<file path="src/rtl/bist_pkg.sv">
// Shared definitions for the logic-BIST output-response analyser.
//   ora_state_t : analyser FSM state encoding
//   DEF_POLY16  : default 16-bit MISR feedback polynomial (x^16 implied)
//   CUT_RESP_W  : width of the CUT primary-output bundle
//   PAT_CNT_W   : width of the per-session pattern counter
package bist_pkg;

  typedef enum logic [1:0] {
    IDLE    = 2'd0,
    CAPTURE = 2'd1,
    COMPARE = 2'd2,
    DONE    = 2'd3
  } ora_state_t;

  localparam logic [15:0] DEF_POLY16 = 16'h1021;
  localparam int          CUT_RESP_W = 7;
  localparam int          PAT_CNT_W  = 20;

endpackage

</file>
<file path="src/rtl/misr_core.sv">
// Multiple-input signature register.
// Ports:
//   clk  - rising-edge clock
//   rst  - synchronous active-high reset, clears the register
//   load - load seed (takes priority over en)
//   seed - value loaded on load
//   en   - absorb din this cycle
//   din  - parallel input, zero-extended to SIG_W
//   sig  - current register contents
module misr_core #(
  parameter int                SIG_W  = 16,
  parameter int                RESP_W = 7,
  parameter logic [SIG_W-1:0]  POLY   = 16'h1021
) (
  input  logic              clk,
  input  logic              rst,
  input  logic              load,
  input  logic [SIG_W-1:0]  seed,
  input  logic              en,
  input  logic [RESP_W-1:0] din,
  output logic [SIG_W-1:0]  sig
);

  logic [SIG_W-1:0] sig_q;
  logic [SIG_W-1:0] sig_d;

  // Galois-style shift: MSB out selects the feedback taps, input XORed in after.
  always_comb begin
    sig_d = {sig_q[SIG_W-2:0], 1'b0}
          ^ (sig_q[SIG_W-1] ? POLY : '0)
          ^ SIG_W'(din);
  end

  always_ff @(posedge clk) begin
    if (rst) begin
      sig_q <= '0;
    end else if (load) begin
      sig_q <= seed;
    end else if (en) begin
      sig_q <= sig_d;
    end
  end

  assign sig = sig_q;

endmodule

</file>
<file path="src/rtl/bist_response_analyzer.sv">
// Logic-BIST output-response analyser: compacts PAT_CNT CUT responses into a
// MISR, then compares the signature with GOLDEN.
// Optional build macro BIST_RESP_XMASK_EN adds resp_mask; masked response bits
// are forced to 0 before compaction.
// Ports:
//   clk, rst       - clock, synchronous active-high reset
//   start          - begin a session (honoured in IDLE and DONE only)
//   resp_valid     - resp carries a CUT response this cycle
//   resp           - CUT response, bit 6 = N223 ... bit 0 = N432
//   resp_mask      - (BIST_RESP_XMASK_EN only) per-bit X mask for resp
//   busy           - session in CAPTURE or COMPARE
//   done           - session finished, pass is valid
//   pass           - final signature matched GOLDEN
//   signature      - live MISR contents
//   pat_count      - responses absorbed this session
//
// state   | meaning
// IDLE    | waiting for start after reset
// CAPTURE | absorbing responses on resp_valid
// COMPARE | single cycle, signature checked against GOLDEN
// DONE    | result held until the next start
module bist_response_analyzer
  import bist_pkg::*;
#(
  parameter int               RESP_W  = CUT_RESP_W,
  parameter int               SIG_W   = 16,
  parameter logic [SIG_W-1:0] POLY    = SIG_W'(DEF_POLY16),
  parameter logic [SIG_W-1:0] SEED    = '0,
  parameter int               PAT_CNT = 1024,
  parameter logic [SIG_W-1:0] GOLDEN  = '0
) (
  input  logic                 clk,
  input  logic                 rst,
  input  logic                 start,
  input  logic                 resp_valid,
  input  logic [RESP_W-1:0]    resp,
`ifdef BIST_RESP_XMASK_EN
  input  logic [RESP_W-1:0]    resp_mask,
`endif
  output logic                 busy,
  output logic                 done,
  output logic                 pass,
  output logic [SIG_W-1:0]     signature,
  output logic [PAT_CNT_W-1:0] pat_count
);

  localparam logic [PAT_CNT_W-1:0] LAST_CNT = PAT_CNT_W'(PAT_CNT - 1);

  ora_state_t             state_q, state_d;
  logic [PAT_CNT_W-1:0]   cnt_q, cnt_d;
  logic                   pass_q, pass_d;
  logic                   done_q, done_d;
  logic                   misr_load;
  logic                   misr_en;
  logic [RESP_W-1:0]      resp_eff;
  logic [SIG_W-1:0]       misr_sig;

`ifdef BIST_RESP_XMASK_EN
  assign resp_eff = resp & ~resp_mask;
`else
  assign resp_eff = resp;
`endif

  always_comb begin
    state_d   = state_q;
    cnt_d     = cnt_q;
    pass_d    = pass_q;
    done_d    = done_q;
    misr_load = 1'b0;
    misr_en   = 1'b0;
    unique case (state_q)
      IDLE: begin
        if (start) begin
          misr_load = 1'b1;
          cnt_d     = '0;
          state_d   = CAPTURE;
        end
      end
      CAPTURE: begin
        if (resp_valid) begin
          misr_en = 1'b1;
          cnt_d   = cnt_q + 1'b1;
          if (cnt_q == LAST_CNT) state_d = COMPARE;
        end
      end
      COMPARE: begin
        // MISR already holds the final signature here.
        pass_d  = (misr_sig == GOLDEN);
        done_d  = 1'b1;
        state_d = DONE;
      end
      DONE: begin
        if (start) begin
          misr_load = 1'b1;
          cnt_d     = '0;
          pass_d    = 1'b0;
          done_d    = 1'b0;
          state_d   = CAPTURE;
        end
      end
      default: state_d = IDLE;
    endcase
  end

  always_ff @(posedge clk) begin
    if (rst) begin
      state_q <= IDLE;
      cnt_q   <= '0;
      pass_q  <= 1'b0;
      done_q  <= 1'b0;
    end else begin
      state_q <= state_d;
      cnt_q   <= cnt_d;
      pass_q  <= pass_d;
      done_q  <= done_d;
    end
  end

  misr_core #(
    .SIG_W  (SIG_W),
    .RESP_W (RESP_W),
    .POLY   (POLY)
  ) u_misr (
    .clk  (clk),
    .rst  (rst),
    .load (misr_load),
    .seed (SEED),
    .en   (misr_en),
    .din  (resp_eff),
    .sig  (misr_sig)
  );

  assign busy      = (state_q == CAPTURE) || (state_q == COMPARE);
  assign done      = done_q;
  assign pass      = pass_q;
  assign signature = misr_sig;
  assign pat_count = cnt_q;

endmodule

</file>
<file path="config.mk">
export PLATFORM = sky130hd
export DESIGN_NAME = bist_response_analyzer
export DESIGN_NICKNAME = d
export VERILOG_FILES = /design/src/rtl/bist_pkg.sv /design/src/rtl/misr_core.sv /design/src/rtl/bist_response_analyzer.sv
export SDC_FILE = /design/constraint.sdc
export NUM_CORES = 1
export LEC_CHECK = 0
export BUFFER_PORTS_ARGS = -buffer_cell sky130_fd_sc_hd__buf_2
export CORE_UTILIZATION = 45
export CTS_BUF_LIST = sky130_fd_sc_hd__clkbuf_4
export DETAILED_ROUTE_END_ITERATION = 12
export PLACE_DENSITY = 0.76
export SLEW_MARGIN = 20
export SYNTH_ARGS = -nofsm -noshare
export SYNTH_HDL_FRONTEND = slang
export SYNTH_SLANG_ARGS = --single-unit
</file>
<file path="constraint.sdc">
create_clock -name clk -period 4.8 [get_ports clk]
set_input_delay 0 -clock clk [delete_from_list [all_inputs] [get_ports clk]]
set_output_delay 0 -clock clk [all_outputs]
set_load 0.02 [all_outputs]
</file>
==> impl_metrics.tcl <==
set metrics [dict create \
    status "finished clean" \
    cpPeakStageDelay_ns 0.66 \
    maxCapViolCount 0 \
    antenna_found_initial 0 \
    synth-simple-area-share_pct 26.44 \
    synthesis.area_um2 1992 \
    path_delay_family "simple AND/OR/NAND/NOR gates" \
    grtUsageMet1_pct 24.04 \
    dieArea_um2 4696 \
    ant_nets 0 \
    cp.arrival_ns 2.68 \
    path_max_fanout 15 \
    hold_viol 0 \
    via_count 1853 \
    fmax_mhz 417.9 \
    hpwlAfterDp_mm 3.065 \
    routabilityCongestion 0.7895 \
    busiest_layer "met2" \
    synthToLayoutAreaGrowth_pct 17.53 \
    ir_drop_v 0.0002186 \
    worstMarginPinSlew_ns 0.7525 \
    cts_tree "built" \
    rsz0062_at_grt "false" \
    p_leak_nw 0.8959 \
    cts-root-buf "clkbuf_4" \
    synthMuxAreaShare_pct 0.5025 \
    ys_seq_elements 40 \
    cts_hold_buf 8 \
    synth.distinct_cells 36 \
    grtUsageTotal_pct 19.67 \
    crit_type "reg2reg" \
    start_util_pct 48.40 \
    cts_made_buffers 5 \
    grt_pass1_wl_mm 6.817 \
    drive_gt1_share_pct 20.91 \
    port_buffers 49 \
    dr.pass1.iters 4 \
    setup_ws_ns 2.407 \
    fp-row-count 23 \
    synth_compound_area_share_pct 17.65 \
    yosysWarningCount 0 \
    core-area_um2 4115 \
    fp.dieW_um 68.53 \
    viasPerCell 5.499 \
    power_density_nw_per_um2 376.1 \
    synth-adder-area-share_pct 2.513 \
    hold_slack_ns 0.01565 \
    cts_resized 0 \
    drt-initial-drc-count 110 \
    synthCells 243 \
    worstSetupStartpointType "flip-flop" \
    fp.dieH_um 68.53 \
    crit_path_end_kind "flip-flop" \
    fin_crit_ns 2.393 \
    post-route-period-util_pct 49.85 \
    finalPower_mw 0.8804 \
    synth_fp_nets 258 \
    synth_top_family_by_area "simple AND/OR/NAND/NOR gates" \
    cts_setup_buffers 0 \
    grt_max_degree 24 \
    min_path_type "in2reg" \
    crit_slowest_cell "or4_1" \
    slew_headroom_pct 49.83 \
    grt_pass1_vias 1559 \
    tns_ns 0 \
    synth_xor_area_share_pct 4.837 \
    grt_overflow 0 \
    crit_buf_inv 1 \
    drt-total-wl_mm 4.415 \
    io_pins 50 \
    clock_skew_ns 0.01176 \
    seq_area_frac_synth_pct 40.20 \
    nets 301 \
    cp_data_required_time_ns 5.08 \
    grt_util_met3_pct 4.934 \
    clk_pin_slew_ns 0.11 \
    synth_area_per_cell_um2 8.197 \
    clock_latency_ns 0.36 \
    clockBufferDepth 2 \
    final_max_slew_viol_count 0 \
    drcViolationCount 0 \
    n_antenna_cell 0 \
    setup_violations 0 \
    h-tree-depth 2 \
    wl_per_cell_um 13.10 \
    clock-sinks 40 \
    pre_cts_ws_ns 2.432 \
    cp_cell_sequence "inv_1, ha_1, nand2b_1, nand4_1, or4_1, a21oi_1" \
    use_met2_pct 32.60 \
]
area by class of cell:
| cell class | count | area [µm²] |
|---|---|---|
| fill | 395 | 1774 |
| multi-input combinational | 172 | 1035 |
| sequential | 40 | 800.8 |
| clock inverter | 2 | 35.03 |
| clock buffer | 6 | 45.04 |
| inverter | 10 | 37.54 |
| tap | 50 | 62.56 |
| timing repair buffer | 57 | 325.3 |
worst paths after layout:
check,slack (ns),to,from,depth (start not counted)
setup / recovery,2.41,pat_count[17],state_q[0],6
hold / removal,0.02,state_q[1],start,3
hold reg to reg,0.49,pass,pass,2
setup reg to reg,2.41,pat_count[17],state_q[0],6
routing by layer:
metal	routed length, µm	part of all wire [%]	vias up
met3	149	3.4	6
li1	-	-	960
met4	68	1.5	0
met1	2127	48	851
met5	0	0	-
met2	2070	47	36
stage by stage:
| stage | std cells | instance area, µm² | utilization (%) |
|---|---|---|---|
| 5_1_grt | 337 | 2341 | 56.89 |
| 2_1_floorplan | 243 | 1992 | - |
| 3_3_place_gp | 321 | 2181 | 52.99 |
| 6_report | 337 | 2341 | 56.89 |
| 3_5_place_dp | 321 | 2181 | 52.99 |
| 4_1_cts | 337 | 2341 | 56.89 |
report_power, final:
group          leakage [nW]  switching [mW]  total (mW)  internal (mW)
clock                0.0456           0.112       0.227          0.115
sequential            0.324          0.0258       0.385          0.359
combinational         0.527           0.170       0.269         0.0989
kinds of logic (layout without fill, tap and decap cells):
logic type / Yosys count / count (layout)
adder cells (fa/ha/maj): 4 / 4
multiplexers: 1 / 1
AND/OR/NAND/NOR: 98 / 98
AO/OA/AOI/OAI: 58 / 58
flip-flops: 40 / 40
XOR/XNOR: 11 / 11
buffers and inverters: 31 / 75
state kept, by name, indices dropped and copies added, names as in the netlist:
name        count
pass            1
done            1
state_q         2
u_misr.sig     16
pat_count      20
synthesized netlist by cell type:
cell	count	share of area (%)
nor2b_1	2	0.63
buf_4	8	3.0
buf_6	1	0.57
a21o_1	1	0.38
a21oi_1	29	7.3
o31a_1	1	0.44
and4_1	4	1.8
and2_1	2	0.63
ha_1	4	2.5
o21ai_0	6	1.5
a211o_1	1	0.44
nand4_1	8	2.5
mux2i_1	1	0.50
inv_1	10	1.9
nor3_1	1	0.25
o32ai_1	1	0.44
clkbuf_1	10	1.9
nor2b_4	1	0.69
o21a_1	1	0.38
nand3b_1	1	0.38
or2_2	1	0.31
nor4_1	7	2.2
dfxtp_1	40	40
xor2_1	1	0.44
buf_2	2	0.50
xnor2_1	10	4.4
or4_4	1	0.57
a211oi_1	7	2.6
nor2_1	15	2.8
o31ai_1	11	4.1
nand2_1	29	5.5
nand3_1	8	2.0
and3_1	2	0.63
nand2b_1	2	0.63
or4_1	9	3.4
or3_1	5	1.6
tightest hold or removal path: cells and delay by family:
kind / cells / cell delay [ns]
buffers and inverters: 1 / 0.14
AO/OA/AOI/OAI: 2 / 0.20
layout by cell type (no fill, tap or decap), drive strengths merged, types with 3 or more instances in the layout:
master       instances
nand2               29
nand4                8
o21ai                6
and4                 4
nor2                15
inv                 10
or4                 10
o31ai               11
a211oi               7
buf                 49
nor2b                3
xnor2               10
nand3                8
clkbuf               6
ha                   4
a21oi               29
dlygate4sd3          8
or3                  5
nor4                 7
dfxtp               40
(Power assumes the default switching activity.)
